[src/rtl/tmr_pkg.sv]
// Shared definitions for the triple-modular-redundancy voter: FSM encoding,
// lane indices and a lane-to-one-hot helper.
package tmr_pkg;

    typedef enum logic [1:0] {
        ST_IDLE   = 2'd0,
        ST_RESYNC = 2'd1,
        ST_CHECK  = 2'd2
    } tmr_state_e;

    localparam int LANE_A    = 0;
    localparam int LANE_B    = 1;
    localparam int LANE_C    = 2;
    localparam int NUM_LANES = 3;
    localparam int CONSEC_W  = 4;

    function automatic logic [NUM_LANES-1:0] lane_onehot(input logic [1:0] idx);
        return 3'b001 << idx;
    endfunction

endpackage

[src/rtl/tmr_lane_mon.sv]
// Per-lane health monitor: saturating total-error counter plus a
// consecutive-mismatch counter that flags when a resync is due.
module tmr_lane_mon
    import tmr_pkg::*;
#(
    parameter int ERR_THRESH = 3,
    parameter int CNT_W      = 8
) (
    input  logic             clk,
    input  logic             rst,
    input  logic             clr,
    input  logic             mismatch,
    input  logic             match,
    input  logic             clr_consec,
    output logic [CNT_W-1:0] err_cnt,
    output logic             at_thresh
);

    localparam logic [CONSEC_W-1:0] THRESH = CONSEC_W'(ERR_THRESH);

    logic [CNT_W-1:0]    err_q, err_d;
    logic [CONSEC_W-1:0] con_q, con_d;

    always_comb begin
        err_d = err_q;
        con_d = con_q;
        if (mismatch && (err_q != {CNT_W{1'b1}})) begin
            err_d = err_q + CNT_W'(1);
        end
        // A lane at threshold stays pending until the controller services it.
        if (con_q != THRESH) begin
            if (mismatch) begin
                con_d = con_q + 4'd1;
            end else if (match) begin
                con_d = '0;
            end
        end
        if (clr_consec) begin
            con_d = '0;
        end
        if (clr) begin
            err_d = '0;
            con_d = '0;
        end
    end

    always_ff @(posedge clk or posedge rst) begin
        if (rst) begin
            err_q <= '0;
            con_q <= '0;
        end else begin
            err_q <= err_d;
            con_q <= con_d;
        end
    end

    assign err_cnt   = err_q;
    assign at_thresh = (con_q == THRESH);

endmodule

[src/rtl/tmr_vote_ctrl.sv]
// TMR voter with per-lane error tracking and a resync controller that
// reloads a misbehaving replica and disables it if it stays wrong.
module tmr_vote_ctrl
    import tmr_pkg::*;
#(
    parameter int WIDTH         = 16,
    parameter int ERR_THRESH    = 3,
    parameter int RESYNC_CYCLES = 4,
    parameter int CNT_W         = 8
) (
    input  logic             clk,
    input  logic             rst,
    input  logic             in_valid,
    input  logic [WIDTH-1:0] inA,
    input  logic [WIDTH-1:0] inB,
    input  logic [WIDTH-1:0] inC,
    input  logic             clr,
    output logic             out_valid,
    output logic [WIDTH-1:0] out_data,
    output logic [2:0]       resync_req,
    output logic             resync_busy,
    output logic [2:0]       fault,
    output logic             uncorrectable,
    output logic [CNT_W-1:0] err_cnt_a,
    output logic [CNT_W-1:0] err_cnt_b,
    output logic [CNT_W-1:0] err_cnt_c
);

    localparam logic [7:0] RC_LAST = 8'(RESYNC_CYCLES - 1);

    tmr_state_e       state_q, state_d;
    logic [1:0]       sel_q, sel_d;
    logic [7:0]       rcnt_q, rcnt_d;
    logic [2:0]       fault_q, fault_d;
    logic             out_valid_q;
    logic [WIDTH-1:0] out_data_q, out_data_d;
    logic             uncorr_q, uncorr_d;

    logic [2:0][WIDTH-1:0] lanes;
    logic [2:0][CNT_W-1:0] err_cnt;
    logic [2:0]            excl, mismatch, match, at_thresh, ready, clr_consec;
    logic [1:0]            n_excl;
    logic [WIDTH-1:0]      maj, first_ok, voted, sel_lane;
    logic                  uncorr_c;

    assign lanes = {inC, inB, inA};

    // The lane under resync is treated exactly like a faulted lane.
    always_comb begin
        excl   = fault_q | ((state_q != ST_IDLE) ? lane_onehot(sel_q) : 3'b000);
        n_excl = {1'b0, excl[0]} + {1'b0, excl[1]} + {1'b0, excl[2]};
    end

    always_comb begin
        maj      = (inA & inB) | (inA & inC) | (inB & inC);
        first_ok = inA;
        if (!excl[LANE_A]) begin
            first_ok = inA;
        end else if (!excl[LANE_B]) begin
            first_ok = inB;
        end else if (!excl[LANE_C]) begin
            first_ok = inC;
        end
        voted    = first_ok;
        uncorr_c = 1'b1;
        case (n_excl)
            2'd0: begin
                voted    = maj;
                uncorr_c = (inA != inB) && (inA != inC) && (inB != inC);
            end
            2'd1: begin
                uncorr_c = excl[LANE_A] ? (inB != inC) :
                           excl[LANE_B] ? (inA != inC) : (inA != inB);
            end
            default: ;
        endcase
    end

    always_comb begin
        for (int i = 0; i < NUM_LANES; i++) begin
            mismatch[i] = in_valid && !excl[i] && (lanes[i] != voted);
            match[i]    = in_valid && !excl[i] && (lanes[i] == voted);
        end
        ready = at_thresh & ~fault_q;
        case (sel_q)
            2'd0:    sel_lane = inA;
            2'd1:    sel_lane = inB;
            default: sel_lane = inC;
        endcase
    end

    always_comb begin
        state_d    = state_q;
        sel_d      = sel_q;
        rcnt_d     = rcnt_q;
        fault_d    = fault_q;
        clr_consec = 3'b000;
        case (state_q)
            ST_IDLE: begin
                if (|ready) begin
                    sel_d      = ready[0] ? 2'd0 : (ready[1] ? 2'd1 : 2'd2);
                    clr_consec = lane_onehot(sel_d);
                    rcnt_d     = '0;
                    state_d    = ST_RESYNC;
                end
            end
            ST_RESYNC: begin
                if (rcnt_q == RC_LAST) begin
                    state_d = ST_CHECK;
                end else begin
                    rcnt_d = rcnt_q + 8'd1;
                end
            end
            ST_CHECK: begin
                if (in_valid) begin
                    if (sel_lane != voted) begin
                        fault_d = fault_q | lane_onehot(sel_q);
                    end
                    state_d = ST_IDLE;
                end
            end
            default: state_d = ST_IDLE;
        endcase
        if (clr) begin
            state_d = ST_IDLE;
            fault_d = '0;
            rcnt_d  = '0;
        end
    end

    always_comb begin
        out_data_d = in_valid ? voted : out_data_q;
        uncorr_d   = in_valid && uncorr_c;
    end

    always_ff @(posedge clk or posedge rst) begin
        if (rst) begin
            state_q     <= ST_IDLE;
            sel_q       <= '0;
            rcnt_q      <= '0;
            fault_q     <= '0;
            out_valid_q <= 1'b0;
            out_data_q  <= '0;
            uncorr_q    <= 1'b0;
        end else begin
            state_q     <= state_d;
            sel_q       <= sel_d;
            rcnt_q      <= rcnt_d;
            fault_q     <= fault_d;
            out_valid_q <= in_valid;
            out_data_q  <= out_data_d;
            uncorr_q    <= uncorr_d;
        end
    end

    for (genvar g = 0; g < NUM_LANES; g++) begin : g_mon
        tmr_lane_mon #(
            .ERR_THRESH(ERR_THRESH),
            .CNT_W     (CNT_W)
        ) u_mon (
            .clk       (clk),
            .rst       (rst),
            .clr       (clr),
            .mismatch  (mismatch[g]),
            .match     (match[g]),
            .clr_consec(clr_consec[g]),
            .err_cnt   (err_cnt[g]),
            .at_thresh (at_thresh[g])
        );
    end

    // Decoded from state flops so an asynchronous reset drops it at once.
    assign resync_req    = (state_q == ST_RESYNC) ? lane_onehot(sel_q) : 3'b000;
    assign resync_busy   = (state_q != ST_IDLE);
    assign fault         = fault_q;
    assign out_valid     = out_valid_q;
    assign out_data      = out_data_q;
    assign uncorrectable = uncorr_q;
    assign err_cnt_a     = err_cnt[LANE_A];
    assign err_cnt_b     = err_cnt[LANE_B];
    assign err_cnt_c     = err_cnt[LANE_C];

endmodule

[config.mk]
export PLATFORM = sky130hd
export DESIGN_NAME = tmr_vote_ctrl
export DESIGN_NICKNAME = d
export VERILOG_FILES = /design/src/rtl/tmr_pkg.sv /design/src/rtl/tmr_lane_mon.sv /design/src/rtl/tmr_vote_ctrl.sv
export SDC_FILE = /design/constraint.sdc
export NUM_CORES = 1
export LEC_CHECK = 0
export ABC_AREA = 0
export ABC_CLOCK_PERIOD_IN_PS = 3830
export CORE_MARGIN = 2
export CORE_UTILIZATION = 61
export CTS_BUF_LIST = sky130_fd_sc_hd__clkbuf_4 sky130_fd_sc_hd__clkbuf_8
export DETAILED_ROUTE_END_ITERATION = 12
export DONT_BUFFER_PORTS = 1
export PLACE_DENSITY_LB_ADDON = 0.3
export SYNTH_ARGS = -nofsm -noshare
export SYNTH_HDL_FRONTEND = slang
export SYNTH_SLANG_ARGS = --single-unit
[constraint.sdc]
create_clock -name clk -period 3.83 [get_ports clk]
set_input_delay 1.149 -clock clk [delete_from_list [all_inputs] [get_ports clk]]
set_output_delay 1.149 -clock clk [all_outputs]
set_load 0.02 [all_outputs]
# Word-level counts from Yosys, hierarchy flattened
# Index checks and enable logic that the tools add are counted.
word_totals:
  reg_bits: 69
  inputBits: 52
  elab_cells: 152
op_classes:
  add_sub_neg: 9
  eq_ne: 28
  shift: 2
  n_mux: 48
  n_bitwise: 9
  n_reduce_logical: 43
op_table:
  columns: ["operator", "count"]
  rows:
  - ["$ne A16 B16 Y1", 7]
  - ["$mux W8", 9]
  - ["$mux W16", 4]
  - ["$mux W4", 15]
  - ["$and A16 B16 Y16", 3]
  - ["$eq A16 B16 Y1", 3]
  - ["$add A8 B1 Y8 const B", 4]
  - ["$or A16 B16 Y16", 2]
  - ["$pmux W16 S2", 1]
  - ["$mux W3", 8]
  - ["$ne A8 B8 Y1 const B", 3]
  - ["$pmux W8 S2", 1]
  - ["$logic_and A1 B1 Y1", 15]
  - ["$reduce_bool A2 Y1", 7]
  - ["$add A4 B1 Y4 const B", 3]
  - ["$eq A4 B2 Y1 const B", 3]
  - ["$mux W2", 6]
  - ["$ne A3 B3 Y1 const B", 4]
  - ["$ne A4 B2 Y1 const B", 3]
  - ["$reduce_bool A3 Y1", 4]
  - ["$reduce_bool A4 Y1", 3]
  - ["$reduce_and A3 Y1", 3]
  - ["$eq A8 B2 Y1 const B", 1]
  - ["$reduce_and A2 Y1", 4]
  - ["other kinds (14)", 23]

# Logic depth before layout (Yosys ltp)
depth:
  ltp_word: 14
  ltp_mapped: 20

# Cells and area by module
# A second synthesis with hierarchy kept.
hier_totals:
  cells_unflattened: 704
  area_unflattened_um2: 6703.9
modules_own_cells:
  columns: ["mod", "instances", "cells_each", "area_each_um2"]
  rows:
  - ["tmr_vote_ctrl", 1, 482, 4429.2]
  - ["tmr_lane_mon", 3, 74, 758.2]

# Least setup slack after synthesis
# OpenSTA, ideal clock, no wires.
synth_path:
  path_type: "reg-to-reg"
  start: "register state_q[0]"
  end: "register g_mon[1].u_mon.err_q[5]"
  setup_time_ps: 125
  t_arrival_ps: 3844
  t_required_ps: 3705
  path_slack_ps: -139
  path_stages_with_launch: 20
  n_path_buf: 4
  synth_period_minus_slack_ps: 3969
  cell_sequence: "dfrtp_1 nor2_4 inv_4 a21o_1 buf_6 inv_2 buf_4 fa_1 nand2_1 clkbuf_1 nor2_1 a31oi_2 o32ai_1 nor4_1 nand3_1 nor4_4 nand2_1 buf_6 nor2b_4 mux2_4"
synth_via:
  elab_chain_len: 11
  elab_cells_between_ends: 16
  cone_classes: "add/sub: 2; eq/ne: 1; mux: 5; bitwise: 1; reduce/logical: 7"
synth_rtl:
  columns: ["element", "line_no", "rtl"]
  rows:
  - ["start: declaration", "tmr_vote_ctrl.sv:31", "tmr_state_e state_q, state_d;"]
  - ["start signal: assignment", "tmr_vote_ctrl.sv:146", "state_q <= state_d;"]
  - ["$reduce_bool A2 Y1 (*)", null, null]
  - ["named net resync_busy", "tmr_vote_ctrl.sv:21", "output logic resync_busy,"]
  - ["$mux W3 (*)", "tmr_vote_ctrl.sv:50", "excl = fault_q | ((state_q != ST_IDLE) ? lane_onehot(sel_q) : 3'b000);"]
  - ["$or A3 B3 Y3 (*)", "tmr_vote_ctrl.sv:50", null]
  - ["$add A1 B1 Y2 / $mux W16 (equally long branches)", "tmr_vote_ctrl.sv:51, tmr_vote_ctrl.sv:61", null]
  - ["$add A2 B1 Y2 / $mux W16 (equally long branches)", "tmr_vote_ctrl.sv:51, tmr_vote_ctrl.sv:59", null]
  - ["$logic_not A2 Y1 / $mux W16 (equally long branches)", "tmr_vote_ctrl.sv:66, tmr_vote_ctrl.sv:57", null]
  - ["$mux W16", "tmr_vote_ctrl.sv:66", "case (n_excl)"]
  - ["$ne A16 B16 Y1", "tmr_vote_ctrl.sv:81", "mismatch[i] = in_valid && !excl[i] && (lanes[i] != voted);"]
  - ["$logic_and A1 B1 Y1 (*)", "tmr_vote_ctrl.sv:81", null]
  - ["$logic_and A1 B1 Y1 (*)", "tmr_lane_mon.sv:27", "if (mismatch && (err_q != {CNT_W{1'b1}})) begin"]
  - ["$reduce_bool A2 Y1 (no source line) (*)", null, null]
  - ["end signal: assignment", "tmr_lane_mon.sv:52", "err_q <= err_d;"]
  - ["end: declaration", "tmr_lane_mon.sv:21", "logic [CNT_W-1:0] err_q, err_d;"]
# The timed path passes the listed nets; every way through them passes the cells marked *.
# A chain may end at the register's enable or synchronous reset.

# Worst setup path in the final report
layout_path:
  start: "register state_q[1]"
  end: "register g_mon[1].u_mon.err_q[2]"
layout_via:
  elab_chain_len: 11
  elab_cells_between_ends: 16
  cone_classes: "add/sub: 2; eq/ne: 1; mux: 5; bitwise: 1; reduce/logical: 7"
layout_rtl:
  columns: ["element", "line_no"]
  rows:
  - ["$reduce_bool A2 Y1 (*)", "tmr_vote_ctrl.sv:50"]
  - ["$mux W3 (*)", "tmr_vote_ctrl.sv:50"]
  - ["$or A3 B3 Y3 (*)", "tmr_vote_ctrl.sv:50"]
  - ["$add A1 B1 Y2 / $mux W16 (equally long branches)", "tmr_vote_ctrl.sv:51, tmr_vote_ctrl.sv:61"]
  - ["$add A2 B1 Y2 / $mux W16 (equally long branches)", "tmr_vote_ctrl.sv:51, tmr_vote_ctrl.sv:59"]
  - ["$logic_not A2 Y1 / $mux W16 (equally long branches)", "tmr_vote_ctrl.sv:66, tmr_vote_ctrl.sv:57"]
  - ["$mux W16", "tmr_vote_ctrl.sv:66"]
  - ["$ne A16 B16 Y1", "tmr_vote_ctrl.sv:81"]
  - ["$logic_and A1 B1 Y1 (*)", "tmr_vote_ctrl.sv:81"]
  - ["$logic_and A1 B1 Y1 (*)", "tmr_lane_mon.sv:27"]
  - ["$reduce_bool A2 Y1 (no source line) (*)", null]
# Every way passes the cells marked *; elsewhere a longest branch is shown, timed or not.

==> results.sh <==
export IMPL_timing_final_ws_setup_ns=0.0720
export IMPL_top_level_ports=101
export IMPL_wire_length_of_the_first_global_routing_pass_um=32700
export IMPL_post_synthesis_async_set_or_reset_flop_share_pct=100
export IMPL_synthesis_area_sq_um=6670
export IMPL_cellInternalPower_mw=1.90
export IMPL_critPathCapture="g_mon[1].u_mon.err_cnt[2]$_DFFE_PP0P_"
export IMPL_number_of_antenna_violations_at_the_first_check_in_global_routing=0
export IMPL_cts_root_buf="sky130_fd_sc_hd__clkbuf_8"
export IMPL_cp_num_buf_inv=4
export IMPL_regToRegEndpoint="g_mon[1].u_mon.err_cnt[2]$_DFFE_PP0P_"
export IMPL_port_buffer_cells=0
export IMPL_drive_above_1_share_pct=17.8
export IMPL_synth_sequential_area_ratio_pct=25.9
export IMPL_nets=929
export IMPL_number_of_different_library_cells_in_the_post_synthesis_netlist=87
export IMPL_antenna_diode_count=0
export IMPL_startpoint_type="flip-flop"
export IMPL_share_comb_of_total_power_pct=51.8
export IMPL_maxSlewHeadroom_pct=42.9
export IMPL_result_of_the_run="finished, final reports clean"
export IMPL_min_path_cells=1
export IMPL_drc=0
export IMPL_clockPowerShare_pct=18.5
export IMPL_final_max_slew_viol_count=0
export IMPL_timing_reg2reg_setup_slack_ns=0.07
export IMPL_fp_dieH_um=109
export IMPL_critPathTopFamily="simple AND/OR/NAND/NOR gates"
export IMPL_total_leakage_power_nw=3.06
export IMPL_finalSetupTns_ns=0
export IMPL_layout_core_utilization_pct=69.5
export IMPL_mean_area_per_synthesized_cell_sq_um=8.43
export IMPL_chipWidth_um=109
export IMPL_grt_pass1_vias=6205
export IMPL_final_hold_viols=0
export IMPL_r2r_worst_path_cells=17
export IMPL_number_of_register_bits_inferred_by_synthesis=69
export IMPL_grt_usage_pct=36.1
export IMPL_core_rowCount=38
export IMPL_setup_viol=0
export IMPL_critPathArrivalTime_ns=4.06
export IMPL_final_cycle_share_pct=98.1
export IMPL_initial_utilization_pct=62.1
export IMPL_core_region_area_sq_um=10700
export IMPL_detail_route_wirelength_um=21600
export IMPL_worst_ep_required_time_ns=4.13
export IMPL_clock_skew_final_ns=0.0187
export IMPL_gp_congestion=0.981
export IMPL_total_power_mw=3.34
export IMPL_cts_made_buffers=9
export IMPL_worst_slew_pin_transition_ns=0.856
export IMPL_grt_start_max_net_pins=70
export IMPL_drt_vias_per_instance=6.87
export IMPL_drtAntennaViolNets=0
export IMPL_worst_path_stages=17
export IMPL_post_synth_inst_count=792
export IMPL_worst_path_max_delay_cell="sky130_fd_sc_hd__fa_1"
export IMPL_worstSetupPathType="reg2reg"
export IMPL_h_tree_depth=3
export IMPL_power_switching_fraction_pct=43.0
export IMPL_post_place_ws_ns=-0.0381
export IMPL_layout_area_overhead_vs_synth_pct=11.9
export IMPL_final_design_area_no_fill_sq_um=7470
export IMPL_worst_skew_pair_late_latency_ns=0.36
export IMPL_detailedRoute_firstPassIterationCount=5
export IMPL_irDropWorstVdd_mv=0.391
export IMPL_global_route_overflow_total=0
export IMPL_cts_clk_slew_worst_paths_ns=0.09
export IMPL_dp_final_hpwl_um=16000
export IMPL_design_die_area_sq_um=11800
export IMPL_crit_path_cell_trace="nor2_4, inv_4, a21o_2, inv_4, fa_1, nand2_2, buf_12, nor2_1, a31oi_2, o32ai_1, nor4_1, nand3_1, nor4_4, nand2_2, buf_4, a311oi_2, a41o_1"
export IMPL_cpPeakStageDelay_ns=0.44
export IMPL_seq_power_share_pct=29.7
export IMPL_tritoncts="built"
export IMPL_synth_yosys_warnings=0
export IMPL_maxClockFrequency_mhz=266
export IMPL_first_iter_violations=634
export IMPL_synthesized_netlist_net_count=900
export IMPL_cellPowerDensity_nw_per_um2=447
export IMPL_final_common_cell="sky130_fd_sc_hd__nor2_1"
export IMPL_power_switching_mw=1.43
export IMPL_route_vias_total=6634
export IMPL_placedInstanceArea_sq_um=7040
export IMPL_regToRegStartpoint="state_q[1]$_DFFE_PP0P_"
export IMPL_critical_path_startpoint="state_q[1]$_DFFE_PP0P_"
export IMPL_layout_common_cells="sky130_fd_sc_hd__nor2_1, sky130_fd_sc_hd__dfrtp_1, sky130_fd_sc_hd__nand2_1"
export IMPL_hp_class="reg2reg"
export IMPL_timing_max_cap_violations=0
export IMPL_fin_crit_ns=3.76
export IMPL_clock_sinks=69
export IMPL_wl_per_cell_um=22.4
export IMPL_synth_enable_flop_cells=0
export IMPL_setup_worst_path_end_class="flip-flop"
export IMPL_crit_fanout=17
export IMPL_maximum_root_to_sink_buffer_count=2
export IMPL_synthFlopType="sky130_fd_sc_hd__dfrtp_1"
==> power by group through the flow <==
stage,clock [mW],combinational (mW),sequential [mW]
2_1_floorplan,0,1.15,0.978
3_3_place_gp,0,1.55,0.995
3_5_place_dp,0,1.56,0.999
4_1_cts,0.626,1.58,0.987
5_1_grt,0.656,1.84,1.00
6_report,0.618,1.73,0.991
==> metal layers <==
metal,vias to the layer above,global-route usage [%],part of all wire (%)
li1,3020,-,-
met2,347,54.6,45
met1,3202,52.2,43
met3,65,6.39,9.6
met4,0,12.0,3.0
met5,-,0,0
==> metrics by stage <==
stage                     hold slack [ns]  std cells
after floorplan                     0.469        792
after global placement              0.486        944
after detailed placement            0.500        944
after CTS                           0.517        960
after global routing                0.538        966
final                               0.512        966
==> worst reg2reg max path, stage by stage, from the launching register on <==
cell	delay, ns
sky130_fd_sc_hd__dfrtp_1	0.43
sky130_fd_sc_hd__nor2_4	0.19
sky130_fd_sc_hd__inv_4	0.06
sky130_fd_sc_hd__a21o_2	0.21
sky130_fd_sc_hd__inv_4	0.06
sky130_fd_sc_hd__fa_1	0.44
sky130_fd_sc_hd__nand2_2	0.13
sky130_fd_sc_hd__buf_12	0.17
sky130_fd_sc_hd__nor2_1	0.08
sky130_fd_sc_hd__a31oi_2	0.18
sky130_fd_sc_hd__o32ai_1	0.15
sky130_fd_sc_hd__nor4_1	0.39
sky130_fd_sc_hd__nand3_1	0.20
sky130_fd_sc_hd__nor4_4	0.34
sky130_fd_sc_hd__nand2_2	0.13
sky130_fd_sc_hd__buf_4	0.19
sky130_fd_sc_hd__a311oi_2	0.24
sky130_fd_sc_hd__a41o_1	0.14
==> registers in the layout (all words and copies together), names as in the netlist <==
| name | flops |
|---|---|
| fault | 3 |
| g_mon.u_mon.con_q | 12 |
| g_mon.u_mon.err_cnt | 24 |
| out_data | 16 |
| out_valid | 1 |
| rcnt_q | 8 |
| sel_q | 2 |
| state_q | 2 |
| uncorrectable | 1 |
==> cells by family after synthesis <==
logic type | share of synthesized area [%]
simple gates | 22.9
compound gates | 23.0
flops | 25.9
buf+inv | 4.42
xor+xnor | 7.61
fa+ha+maj | 10.6
mux | 5.55
==> synth_stat cells (5+ instances only) <==
cell type,count,share of area [%]
sky130_fd_sc_hd__a211oi_1,6,0.67
sky130_fd_sc_hd__a21o_1,6,0.67
sky130_fd_sc_hd__a21oi_1,50,3.7
sky130_fd_sc_hd__a221oi_1,7,0.92
sky130_fd_sc_hd__a22oi_1,12,1.3
sky130_fd_sc_hd__a311oi_1,5,0.66
sky130_fd_sc_hd__a31oi_1,6,0.56
sky130_fd_sc_hd__and2_1,5,0.47
sky130_fd_sc_hd__buf_2,9,0.67
sky130_fd_sc_hd__buf_6,5,0.84
sky130_fd_sc_hd__clkbuf_1,18,1.0
sky130_fd_sc_hd__dfrtp_1,69,26
sky130_fd_sc_hd__ha_1,55,10
sky130_fd_sc_hd__inv_1,18,1.0
sky130_fd_sc_hd__mux2_2,9,1.5
sky130_fd_sc_hd__mux2i_1,22,3.3
sky130_fd_sc_hd__nand2_1,59,3.3
sky130_fd_sc_hd__nand2b_1,9,0.84
sky130_fd_sc_hd__nand3_1,20,1.5
sky130_fd_sc_hd__nand4_1,17,1.6
sky130_fd_sc_hd__nor2_1,77,4.3
sky130_fd_sc_hd__nor2b_1,19,1.8
sky130_fd_sc_hd__nor3_1,32,2.4
sky130_fd_sc_hd__nor4_1,24,2.2
sky130_fd_sc_hd__o211ai_1,13,1.5
sky130_fd_sc_hd__o21ai_0,39,2.9
sky130_fd_sc_hd__o21ai_1,7,0.52
sky130_fd_sc_hd__o22ai_1,8,0.75
sky130_fd_sc_hd__or3_1,13,1.2
sky130_fd_sc_hd__xnor2_1,39,5.1
sky130_fd_sc_hd__xor2_1,19,2.5
==> layout make-up <==
class | instances | area (sq um)
repair buffers | 56 | 449
flip-flops and latches | 69 | 1730
inverters | 23 | 91.3
clock buffers | 11 | 145
multi-input cells | 662 | 4820
fillers | 856 | 3280
clock inverters | 5 | 58.8
well taps | 140 | 175
==> what timing repair did <==
action	4_1_cts	5_1_grt
pin swaps	1	11
gates resized for setup	4	35
setup endpoints to repair	8	38
hold endpoints to repair	0	0
hold buffers	0	0
setup buffers	0	6
==> how the worst min path moves through the flow <==
stage,slack (ns),start,end
after global routing,0.54,g_mon[2].u_mon.con_q[2]$_DFFE_PP0P_,g_mon[2].u_mon.con_q[2]$_DFFE_PP0P_
final,0.51,g_mon[1].u_mon.con_q[2]$_DFFE_PP0P_,g_mon[1].u_mon.con_q[2]$_DFFE_PP0P_
after CTS,0.52,g_mon[1].u_mon.con_q[2]$_DFFE_PP0P_,g_mon[1].u_mon.con_q[2]$_DFFE_PP0P_
after floorplan,0.47,g_mon[2].u_mon.con_q[2]$_DFFE_PP0P_,g_mon[2].u_mon.con_q[2]$_DFFE_PP0P_
after global placement,0.49,g_mon[1].u_mon.con_q[2]$_DFFE_PP0P_,g_mon[1].u_mon.con_q[2]$_DFFE_PP0P_
after detailed placement,0.50,g_mon[2].u_mon.con_q[2]$_DFFE_PP0P_,g_mon[2].u_mon.con_q[2]$_DFFE_PP0P_
Note: power is estimated with default switching activity, not from simulation.
